<file path="src/rtl/lsu_pkg.sv">
// Shared definitions for the load/store unit memory controller: funct3 codes,
// byte-lane selects and the controller state encoding.
package lsu_pkg;

   localparam logic [2:0] F3_B  = 3'b000;
   localparam logic [2:0] F3_H  = 3'b001;
   localparam logic [2:0] F3_W  = 3'b010;
   localparam logic [2:0] F3_BU = 3'b100;
   localparam logic [2:0] F3_HU = 3'b101;

   localparam logic [1:0] LANE_B0 = 2'd0;
   localparam logic [1:0] LANE_B1 = 2'd1;
   localparam logic [1:0] LANE_B2 = 2'd2;
   localparam logic [1:0] LANE_B3 = 2'd3;

   typedef enum logic [2:0] {
      ST_IDLE,
      ST_LOAD,
      ST_MERGE,
      ST_WRITE,
      ST_RESP
   } lsu_state_e;

   // Stores only support the three unsigned-agnostic sizes; loads add BU/HU.
   function automatic logic f3_legal(input logic [2:0] f3, input logic store);
      logic ok;
      ok = (f3 == F3_B) || (f3 == F3_H) || (f3 == F3_W);
      if (!store) ok = ok || (f3 == F3_BU) || (f3 == F3_HU);
      return ok;
   endfunction

   function automatic logic misaligned(input logic [2:0] f3, input logic [1:0] lane);
      return ((f3[1:0] == 2'b01) && lane[0]) || ((f3[1:0] == 2'b10) && (lane != 2'b00));
   endfunction

endpackage

</file>
<file path="src/rtl/lsu_byte_lane.sv">
// Combinational lane logic: extracts and extends a load lane, or merges store
// data into the addressed lane of a word while preserving the other lanes.
module lsu_byte_lane
   import lsu_pkg::*;
#(
   parameter int N = 32
) (
   input  logic [N-1:0] word_i,
   input  logic [N-1:0] wdata_i,
   input  logic [1:0]   lane_i,
   input  logic [2:0]   funct3_i,
   input  logic         merge_i,
   output logic [N-1:0] result_o
);

   logic [4:0]   shamt;
   logic [7:0]   lane_byte;
   logic [15:0]  lane_half;
   logic [N-1:0] ext;
   logic [N-1:0] mask;
   logic [N-1:0] merged;

   always_comb begin
      case (lane_i)
         LANE_B0: shamt = 5'd0;
         LANE_B1: shamt = 5'd8;
         LANE_B2: shamt = 5'd16;
         LANE_B3: shamt = 5'd24;
         default: shamt = 5'd0;
      endcase

      lane_byte = word_i[shamt +: 8];
      lane_half = word_i[shamt +: 16];

      case (funct3_i)
         F3_B:    ext = {{(N-8){lane_byte[7]}}, lane_byte};
         F3_H:    ext = {{(N-16){lane_half[15]}}, lane_half};
         F3_BU:   ext = {{(N-8){1'b0}}, lane_byte};
         F3_HU:   ext = {{(N-16){1'b0}}, lane_half};
         default: ext = word_i;
      endcase

      case (funct3_i[1:0])
         2'b00:   mask = {{(N-8){1'b0}}, 8'hFF} << shamt;
         2'b01:   mask = {{(N-16){1'b0}}, 16'hFFFF} << shamt;
         default: mask = '1;
      endcase

      merged   = (word_i & ~mask) | ((wdata_i << shamt) & mask);
      result_o = merge_i ? merged : ext;
   end

endmodule

</file>
<file path="src/rtl/lsu_mem_ctrl.sv">
// Load/store sequencer between a core request port and a single-ported,
// combinationally read word memory. Sub-word stores use read-modify-write.
//
// state    | meaning
// ---------+-------------------------------------------------------------
// ST_IDLE  | ready for a request; mem_a follows req_addr
// ST_LOAD  | read addressed word, extract/extend lane into resp_rdata
// ST_MERGE | read addressed word, splice SB/SH data into its lane
// ST_WRITE | single write pulse of full or merged word
// ST_RESP  | one-cycle completion (and error) pulse
module lsu_mem_ctrl
   import lsu_pkg::*;
#(
   parameter int N        = 32,
   parameter int MEM_SIZE = 1024
) (
   input  logic         clk,
   input  logic         rst,
   input  logic         req_valid,
   output logic         req_ready,
   input  logic [2:0]   req_funct3,
   input  logic         req_store,
   input  logic [N-1:0] req_addr,
   input  logic [N-1:0] req_wdata,
   output logic         resp_valid,
   output logic [N-1:0] resp_rdata,
   output logic         resp_err,
   output logic         mem_we,
   output logic [N-1:0] mem_a,
   output logic [N-1:0] mem_wd,
   input  logic [N-1:0] mem_rd
);

   lsu_state_e   state_q, state_d;
   logic [N-1:0] addr_q, addr_d;
   logic [2:0]   funct3_q, funct3_d;
   logic         store_q, store_d;
   logic [N-1:0] wdata_q, wdata_d;
   logic         err_q, err_d;
   logic [N-1:0] rdata_q, rdata_d;
   logic [N-1:0] merged_q, merged_d;

   logic [N-1:0] req_idx;
   logic         req_bad;
   logic [N-1:0] load_lane;
   logic [N-1:0] merge_lane;

   assign req_idx = req_addr >> 2;
   assign req_bad = !f3_legal(req_funct3, req_store)
                 || misaligned(req_funct3, req_addr[1:0])
                 || (req_idx >= N'(MEM_SIZE));

   lsu_byte_lane #(.N(N)) u_load_lane (
      .word_i   (mem_rd),
      .wdata_i  ('0),
      .lane_i   (addr_q[1:0]),
      .funct3_i (funct3_q),
      .merge_i  (1'b0),
      .result_o (load_lane)
   );

   lsu_byte_lane #(.N(N)) u_merge_lane (
      .word_i   (mem_rd),
      .wdata_i  (wdata_q),
      .lane_i   (addr_q[1:0]),
      .funct3_i (funct3_q),
      .merge_i  (1'b1),
      .result_o (merge_lane)
   );

   always_comb begin
      state_d  = state_q;
      addr_d   = addr_q;
      funct3_d = funct3_q;
      store_d  = store_q;
      wdata_d  = wdata_q;
      err_d    = err_q;
      rdata_d  = rdata_q;
      merged_d = merged_q;

      case (state_q)
         ST_IDLE: begin
            if (req_valid) begin
               addr_d   = req_addr;
               funct3_d = req_funct3;
               store_d  = req_store;
               wdata_d  = req_wdata;
               err_d    = req_bad;
               rdata_d  = '0;
               if (req_bad)                 state_d = ST_RESP;
               else if (!req_store)         state_d = ST_LOAD;
               else if (req_funct3 == F3_W) state_d = ST_WRITE;
               else                         state_d = ST_MERGE;
            end
         end
         ST_LOAD: begin
            rdata_d = load_lane;
            state_d = ST_RESP;
         end
         ST_MERGE: begin
            merged_d = merge_lane;
            state_d  = ST_WRITE;
         end
         ST_WRITE: state_d = ST_RESP;
         ST_RESP:  state_d = ST_IDLE;
         default:  state_d = ST_IDLE;
      endcase
   end

   always_ff @(posedge clk or negedge rst) begin
      if (!rst) begin
         state_q  <= ST_IDLE;
         addr_q   <= '0;
         funct3_q <= '0;
         store_q  <= 1'b0;
         wdata_q  <= '0;
         err_q    <= 1'b0;
         rdata_q  <= '0;
         merged_q <= '0;
      end else begin
         state_q  <= state_d;
         addr_q   <= addr_d;
         funct3_q <= funct3_d;
         store_q  <= store_d;
         wdata_q  <= wdata_d;
         err_q    <= err_d;
         rdata_q  <= rdata_d;
         merged_q <= merged_d;
      end
   end

   // Outputs decode straight from state so an async reset clears them at once.
   always_comb begin
      req_ready  = (state_q == ST_IDLE);
      resp_valid = (state_q == ST_RESP);
      resp_err   = (state_q == ST_RESP) && err_q;
      resp_rdata = rdata_q;
      mem_we     = (state_q == ST_WRITE);
      mem_a      = (state_q == ST_IDLE) ? req_idx : {2'b00, addr_q[N-1:2]};
      mem_wd     = '0;
      if (state_q == ST_WRITE)
         mem_wd = (store_q && funct3_q == F3_W) ? wdata_q : merged_q;
   end

endmodule

</file>
<file path="config.mk">
export PLATFORM = sky130hd
export DESIGN_NAME = lsu_mem_ctrl
export DESIGN_NICKNAME = d
export VERILOG_FILES = /design/src/rtl/lsu_pkg.sv /design/src/rtl/lsu_byte_lane.sv /design/src/rtl/lsu_mem_ctrl.sv
export SDC_FILE = /design/constraint.sdc
export NUM_CORES = 1
export LEC_CHECK = 0
export ABC_AREA = 1
export ABC_CLOCK_PERIOD_IN_PS = 2000
export CORE_ASPECT_RATIO = 0.9
export CORE_MARGIN = 5
export CORE_UTILIZATION = 25
export CTS_CLUSTER_DIAMETER = 150
export DETAILED_ROUTE_END_ITERATION = 10
export PLACE_DENSITY = 0.59
export SYNTH_ARGS = -nofsm -noshare
export SYNTH_HDL_FRONTEND = slang
export SYNTH_SLANG_ARGS = --single-unit
</file>
<file path="constraint.sdc">
create_clock -name clk -period 2 [get_ports clk]
set_clock_uncertainty 0.1 [all_clocks]
set_input_delay 0.5 -clock clk [delete_from_list [all_inputs] [get_ports clk]]
set_output_delay 0.5 -clock clk [all_outputs]
set_load 0.05 [all_outputs]
</file>
== After elaboration in Yosys (flattened, before gate mapping) ==
Index checks and enable logic that the tools add are counted.

* Bitwise operators: 4
* Shifts and indexed selects: 5
* Reduce and logical (&&, ||, !) cells: 22
* $lt $le $gt $ge: 1
* Muxes and demuxes: 14
* Eq/ne operators: 19

{| class="wikitable"
|+ Operators with widths
! kind !! number
|-
| $pmux 32 s2 || 2
|-
| $pmux 32 s4 || 1
|-
| $mux 32 || 3
|-
| $and 32x32->32 || 2
|-
| $not 32->32 || 1
|-
| $or 32x32->32 || 1
|-
| $shiftx 32x6->16 || 1
|-
| $shiftx 32x6->8 || 1
|-
| $shl 16x5->32 const A || 1
|-
| $shl 32x5->32 || 1
|-
| $shl 8x5->32 const A || 1
|-
| $ge 30x11->1 const B || 1
|-
| $mux 30 || 1
|-
| $pmux 5 s4 || 1
|-
| $eq 3x3->1 const B || 5
|-
| $eq 3x2->1 const B || 4
|-
| $eq 3x1->1 const B || 3
|-
| $logic_not 3->1 || 3
|-
| $pmux 3 s3 || 1
|-
| $logic_or 1x1->1 || 7
|-
| $eq 2x1->1 const B || 3
|-
| $eq 2x2->1 const B || 3
|-
| $mux 3 || 2
|-
| $logic_and 1x1->1 || 4
|-
| 8 further kinds || 12
|}

* Register bits after elaboration: 136
* Output and inout bits: 100
* Bits of input ports: 103

== Logic depth before layout (Yosys ltp) ==
* Depth after elaboration: 12
* Depth in mapped cells: 11
* Depth with buffers taken out: 9

== Modules after synthesis ==
A second synthesis with hierarchy kept.

* Cell total of the unflattened synthesis: 1723
* Area, all modules: 10543.9 um^2

{| class="wikitable"
|+ By module, submodules not included
! module !! seq. area each (um^2) !! times used !! cells each !! area each (um^2)
|-
| lsu_mem_ctrl || 3403.3 || 1 || 727 || 6179.7
|-
| lsu_byte_lane || 0.0 || 2 || 498 || 2182.1
|}

== Worst setup path before layout ==
No wires, ideal clock.

* Path kind: flip-flop to output port
* Start point: register state_q[2]
* End point: output mem_wd[21]
* Slack: -816 ps
* Cell stages (with the launch flop): 7
* Path buffers: 1
* Arrival time: 2216 ps
* Cell sequence: dfrtp_1 inv_1 nand2_1 nor2_1 clkbuf_1 o21ai_0 nor2_1

* Word-level cells in the longest chain between the ends: 2

{| class="wikitable"
|+ Ends and longest elaborated chain
! item !! line !! text
|-
| start, declared || lsu_mem_ctrl.sv:34 || <nowiki>lsu_state_e state_q, state_d;</nowiki>
|-
| start signal, assigned || lsu_mem_ctrl.sv:121 || <nowiki>state_q <= state_d;</nowiki>
|-
| $eq 3x2->1 || -- ||
|-
| via mem_we || lsu_mem_ctrl.sv:28 || <nowiki>output logic mem_we,</nowiki>
|-
| $mux 32 || lsu_mem_ctrl.sv:141 || <nowiki>if (state_q == ST_WRITE)</nowiki>
|-
| end, declared || lsu_mem_ctrl.sv:30 || <nowiki>output logic [N-1:0] mem_wd,</nowiki>
|}

The timed path passes the listed nets, and every way through them passes these cells.

== Worst setup path in the final report ==
* Start point: register funct3_q[0]
* End point: output mem_wd[9]

* Word-level cells in the longest chain between the ends: 4

{| class="wikitable"
|+ Ends and longest elaborated chain
! item !! line !! text
|-
| start, declared || lsu_mem_ctrl.sv:36 || <nowiki>logic [2:0] funct3_q, funct3_d;</nowiki>
|-
| start signal, assigned || lsu_mem_ctrl.sv:123 || <nowiki>funct3_q <= funct3_d;</nowiki>
|-
| $eq 3x2->1 || lsu_mem_ctrl.sv:142 || <nowiki>mem_wd = (store_q && funct3_q == F3_W) ? wdata_q : merged_q;</nowiki>
|-
| $logic_and 1x1->1 || lsu_mem_ctrl.sv:142 ||
|-
| $mux 32 || lsu_mem_ctrl.sv:142 ||
|-
| $mux 32 || lsu_mem_ctrl.sv:141 ||
|}

No other way between the ends.

==> metrics.txt <==
# TYPE chip_impl_metric gauge
chip_impl_metric{name="core_area",unit="mm²"} 0.0290
chip_impl_metric{name="synth.yosys.warnings",unit=""} 0
chip_impl_metric{name="synth_largest_type_area_fraction",unit=""} 0.461
chip_impl_metric{name="clk-insertion-delay-late",unit="ns"} 0.43
chip_impl_metric{name="power.density",unit="mW/mm²"} 1380
chip_impl_metric{name="routed_wirelength",unit="µm"} 32100
chip_impl_metric{name="synth_seq_area_share",unit=""} 0.461
chip_impl_info{name="synth_area_leaders",value="dfrtp_1 (46%), nand2_1 (19%), o21ai_0 (10%)"} 1
chip_impl_metric{name="clockBufferDepth",unit=""} 2
chip_impl_info{name="timing.hold.worst.class",value="register to register"} 1
chip_impl_metric{name="detailed_place_hpwl",unit="µm"} 22500
chip_impl_metric{name="first_pass_grt_wire_length",unit="µm"} 47400
chip_impl_metric{name="drc_errors",unit=""} 0
chip_impl_metric{name="die_area",unit="mm²"} 0.0331
chip_impl_metric{name="p_sw_frac",unit=""} 0.468
chip_impl_metric{name="grt_overflow_total",unit=""} 0
chip_impl_metric{name="cp.arrival",unit="ns"} 1.85
chip_impl_metric{name="route.detailed.vias_per_inst",unit=""} 4.74
chip_impl_metric{name="design.final.nets",unit=""} 1398
chip_impl_metric{name="synth_async_sr_flop_share",unit=""} 1.00
chip_impl_metric{name="die_x",unit="µm"} 191
chip_impl_metric{name="pin_count_of_the_biggest_net_entering_global_routing",unit=""} 47
chip_impl_info{name="violations",value="negative setup slack"} 1
chip_impl_info{name="criticalPathCategory",value="register to output port"} 1
chip_impl_metric{name="total_of_buffers_placed_on_input_and_output_ports",unit=""} 200
chip_impl_metric{name="critical_path_peak_fanout",unit=""} 7
chip_impl_metric{name="worst_path_clk_slew",unit="ns"} 0.07
chip_impl_metric{name="setup-violations-final",unit=""} 66
chip_impl_info{name="critPathLaunchType",value="register"} 1
chip_impl_metric{name="start_util",unit=""} 0.255
chip_impl_metric{name="finalCriticalPeriod",unit="ns"} 2.45
chip_impl_metric{name="util_after_layout",unit=""} 0.449
chip_impl_info{name="clockRootBuffer",value="clkbuf_16"} 1
chip_impl_info{name="synth_flop_cell",value="dfrtp_1"} 1
chip_impl_info{name="critPathCaptureType",value="output port"} 1
chip_impl_metric{name="die_h",unit="µm"} 173
chip_impl_metric{name="gpl.final_weighted_congestion",unit=""} 0.891
chip_impl_metric{name="cts-buffers-inserted",unit=""} 17
chip_impl_metric{name="floorplan.io_pins",unit=""} 203
chip_impl_metric{name="postPlaceCellArea",unit="mm²"} 0.0112
chip_impl_metric{name="power.switching",unit="mW"} 8.45
chip_impl_metric{name="synth-edff-count",unit=""} 0
chip_impl_metric{name="finalCritPeriodShare",unit=""} 1.23
chip_impl_metric{name="postLayoutSetupSlackWorst",unit="ns"} -0.453
chip_impl_metric{name="power_frac_clock",unit=""} 0.177
chip_impl_metric{name="drive_above_1_share",unit=""} 0.297
chip_impl_metric{name="syn-cell-area",unit="mm²"} 0.00739
chip_impl_metric{name="post_synth_inst_count",unit=""} 1040
chip_impl_metric{name="final_antenna_net_count",unit=""} 0
chip_impl_metric{name="power.sequential.fraction",unit=""} 0.242
chip_impl_metric{name="clock.fmax",unit="GHz"} 0.408
chip_impl_metric{name="leakagePower",unit="nW"} 6.00
chip_impl_metric{name="power_frac_comb",unit=""} 0.581
chip_impl_metric{name="clock_sink_count",unit=""} 136
chip_impl_metric{name="report.final.slew_viol_count",unit=""} 0
chip_impl_metric{name="grt_antenna_before_repair",unit=""} 1
chip_impl_metric{name="antenna-diode-count",unit=""} 0
chip_impl_metric{name="synthDistinctLibCells",unit=""} 26
chip_impl_metric{name="detailroute.via_count",unit=""} 8082
chip_impl_metric{name="first_global_vias",unit=""} 7975
chip_impl_metric{name="postLayoutCellArea",unit="mm²"} 0.0130
chip_impl_metric{name="drt_first_pass_iters",unit=""} 5
chip_impl_metric{name="syn_avg_cell_area",unit="µm²"} 7.10
chip_impl_metric{name="htree_num_levels",unit=""} 4
chip_impl_metric{name="timing.slew.headroom",unit=""} 0.479
chip_impl_info{name="result_of_the_run",value="complete, but fails checks"} 1
chip_impl_metric{name="timing.critical_path.required",unit="ns"} 1.40
chip_impl_metric{name="worst-r2r-setup-slack",unit="ns"} 0.06
chip_impl_metric{name="route.detailed.wl_per_inst",unit="µm"} 18.8
chip_impl_metric{name="yosys_register_bits",unit=""} 136
chip_impl_metric{name="placementRows",unit=""} 59
chip_impl_metric{name="tightestPinTransition",unit="ns"} 0.781
chip_impl_info{name="yosys.cell_count.top_type",value="nand2_1"} 1
chip_impl_metric{name="grt_util_all_layers",unit=""} 0.183
chip_impl_metric{name="p_int",unit="mW"} 9.61
chip_impl_info{name="tritoncts",value="done"} 1
chip_impl_metric{name="power.ir.vdd_worst",unit="V"} 0.00117
chip_impl_metric{name="maxCapViolCount",unit=""} 0
chip_impl_metric{name="area_delta_synth_final",unit="%"} 76.5
chip_impl_info{name="netlist.top_cell.by_area",value="dfrtp_1"} 1
chip_impl_info{name="yosys-top-cells-count",value="nand2_1 (378), o21ai_0 (154), dfrtp_1 (136), inv_1 (80), nor2_1 (66)"} 1
chip_impl_metric{name="finalHoldViolations",unit=""} 0
chip_impl_info{name="rsz0062_at_grt",value="true"} 1
chip_impl_metric{name="drtIter0Drc",unit=""} 711
==> per-layer routing <==
layer  GRT usage  vias up  part of all wire
li1            -     3890                 -
met2       0.295      313              0.48
met4      0.0374        2             0.012
met3      0.0482       29             0.077
met1       0.248     3848              0.43
met5           0        -           0.00034
==> area by class of cell <==
class / instances / area [µm²]
multi-input combinational: 754 / 4490
sequential: 136 / 3400
timing repair inverter: 1 / 8.76
fill: 2802 / 16000
clock buffer: 17 / 425
inverter: 86 / 348
tap: 396 / 495
timing repair buffer: 299 / 3710
clock inverter: 15 / 159
==> power by group through the flow <==
| stage | clock, mW | sequential, mW | combinational, mW |
|---|---|---|---|
| 2_1_floorplan | 0 | 3.96 | 5.43 |
| 4_1_cts | 3.22 | 4.19 | 9.64 |
| 6_report | 3.20 | 4.36 | 10.5 |
| 3_3_place_gp | 0 | 4.14 | 8.92 |
| 3_5_place_dp | 0 | 4.16 | 8.93 |
| 5_1_grt | 3.34 | 4.44 | 11.2 |
==> registers in the layout (all words and copies together) (netlist names) <==
signal and count:
state_q 3, addr_q 32, wdata_q 32, funct3_q 3
merged_q 32, err_q 1, store_q 1, resp_rdata 32
==> through the flow <==
| step | setup TNS [ns] | cells | setup WS, ns | hold slack, ns | power [mW] |
|---|---|---|---|---|---|
| CTS | -24.86 | 1687 | -0.427 | 0.383 | 17.0 |
| detailed placement | -3.75 | 1632 | -0.119 | 0.365 | 13.1 |
| global placement | -2.57 | 1632 | -0.0963 | 0.358 | 13.1 |
| global route | -28.96 | 1704 | -0.525 | 0.407 | 19.0 |
| floorplan | -3.76 | 1041 | -0.428 | 0.104 | 9.39 |
| finish | -24.20 | 1704 | -0.453 | 0.383 | 18.1 |
==> worst max-delay path: stages (launching register included) <==
cell	delay, ns
dfrtp_1	0.40
inv_2	0.06
nand4_1	0.13
inv_2	0.19
buf_12	0.15
buf_16	0.14
buf_4	0.12
a21oi_4	0.05
buf_12	0.16
==> layout by cell type (no fill, tap or decap), types with 2 or more instances in the layout <==
cell type	n
a21oi_1	32
a21oi_2	3
a21oi_4	16
a22oi_1	16
buf_12	65
buf_16	7
buf_4	87
buf_6	27
buf_8	4
clkbuf_16	24
clkdlybuf4s50_1	101
clkinv_4	6
conb_1	2
dfrtp_1	136
inv_1	73
inv_2	10
inv_6	6
inv_8	4
nand2_1	344
nand2_2	14
nand2_4	21
nand3_1	19
nand3_4	2
nand4_1	6
nor2_1	42
nor2_2	7
nor2_4	21
o211ai_1	27
o21ai_0	91
o21ai_1	24
o21ai_2	16
o21ai_4	41
o22ai_1	3
==> kinds of logic (layout without fill, tap and decap cells) <==
kind of cell | count (synthesis) | count (layout) | synth area share
AND/OR/NAND/NOR | 482 | 482 | 0.256
flip-flops | 136 | 136 | 0.461
other | 1 | 2 | 0.000508
buffers and inverters | 151 | 418 | 0.0842
AO/OA/AOI/OAI | 270 | 270 | 0.198
==> worst paths after layout <==
path                         startpoint             end  cells after the start
min in group asynchronous           rst   resp_rdata[4]                      2
max in group asynchronous           rst  resp_rdata[17]                      3
setup reg to reg             state_q[0]       addr_q[0]                     11
hold reg to reg            merged_q[20]    merged_q[20]                      2
hold / removal             merged_q[20]    merged_q[20]                      2
setup / recovery            funct3_q[0]       mem_wd[9]                      8
==> timing repair <==
action | CTS | global route
gates cloned | 8 | 8
buffers inserted | 15 | 13
pin swaps | 19 | 22
hold endpoints to repair | 41 | 0
setup endpoints to repair | 98 | 129
gates resized for setup | 101 | 130
hold buffers | 1 | 0
Note: power is estimated with default switching activity, not from simulation.
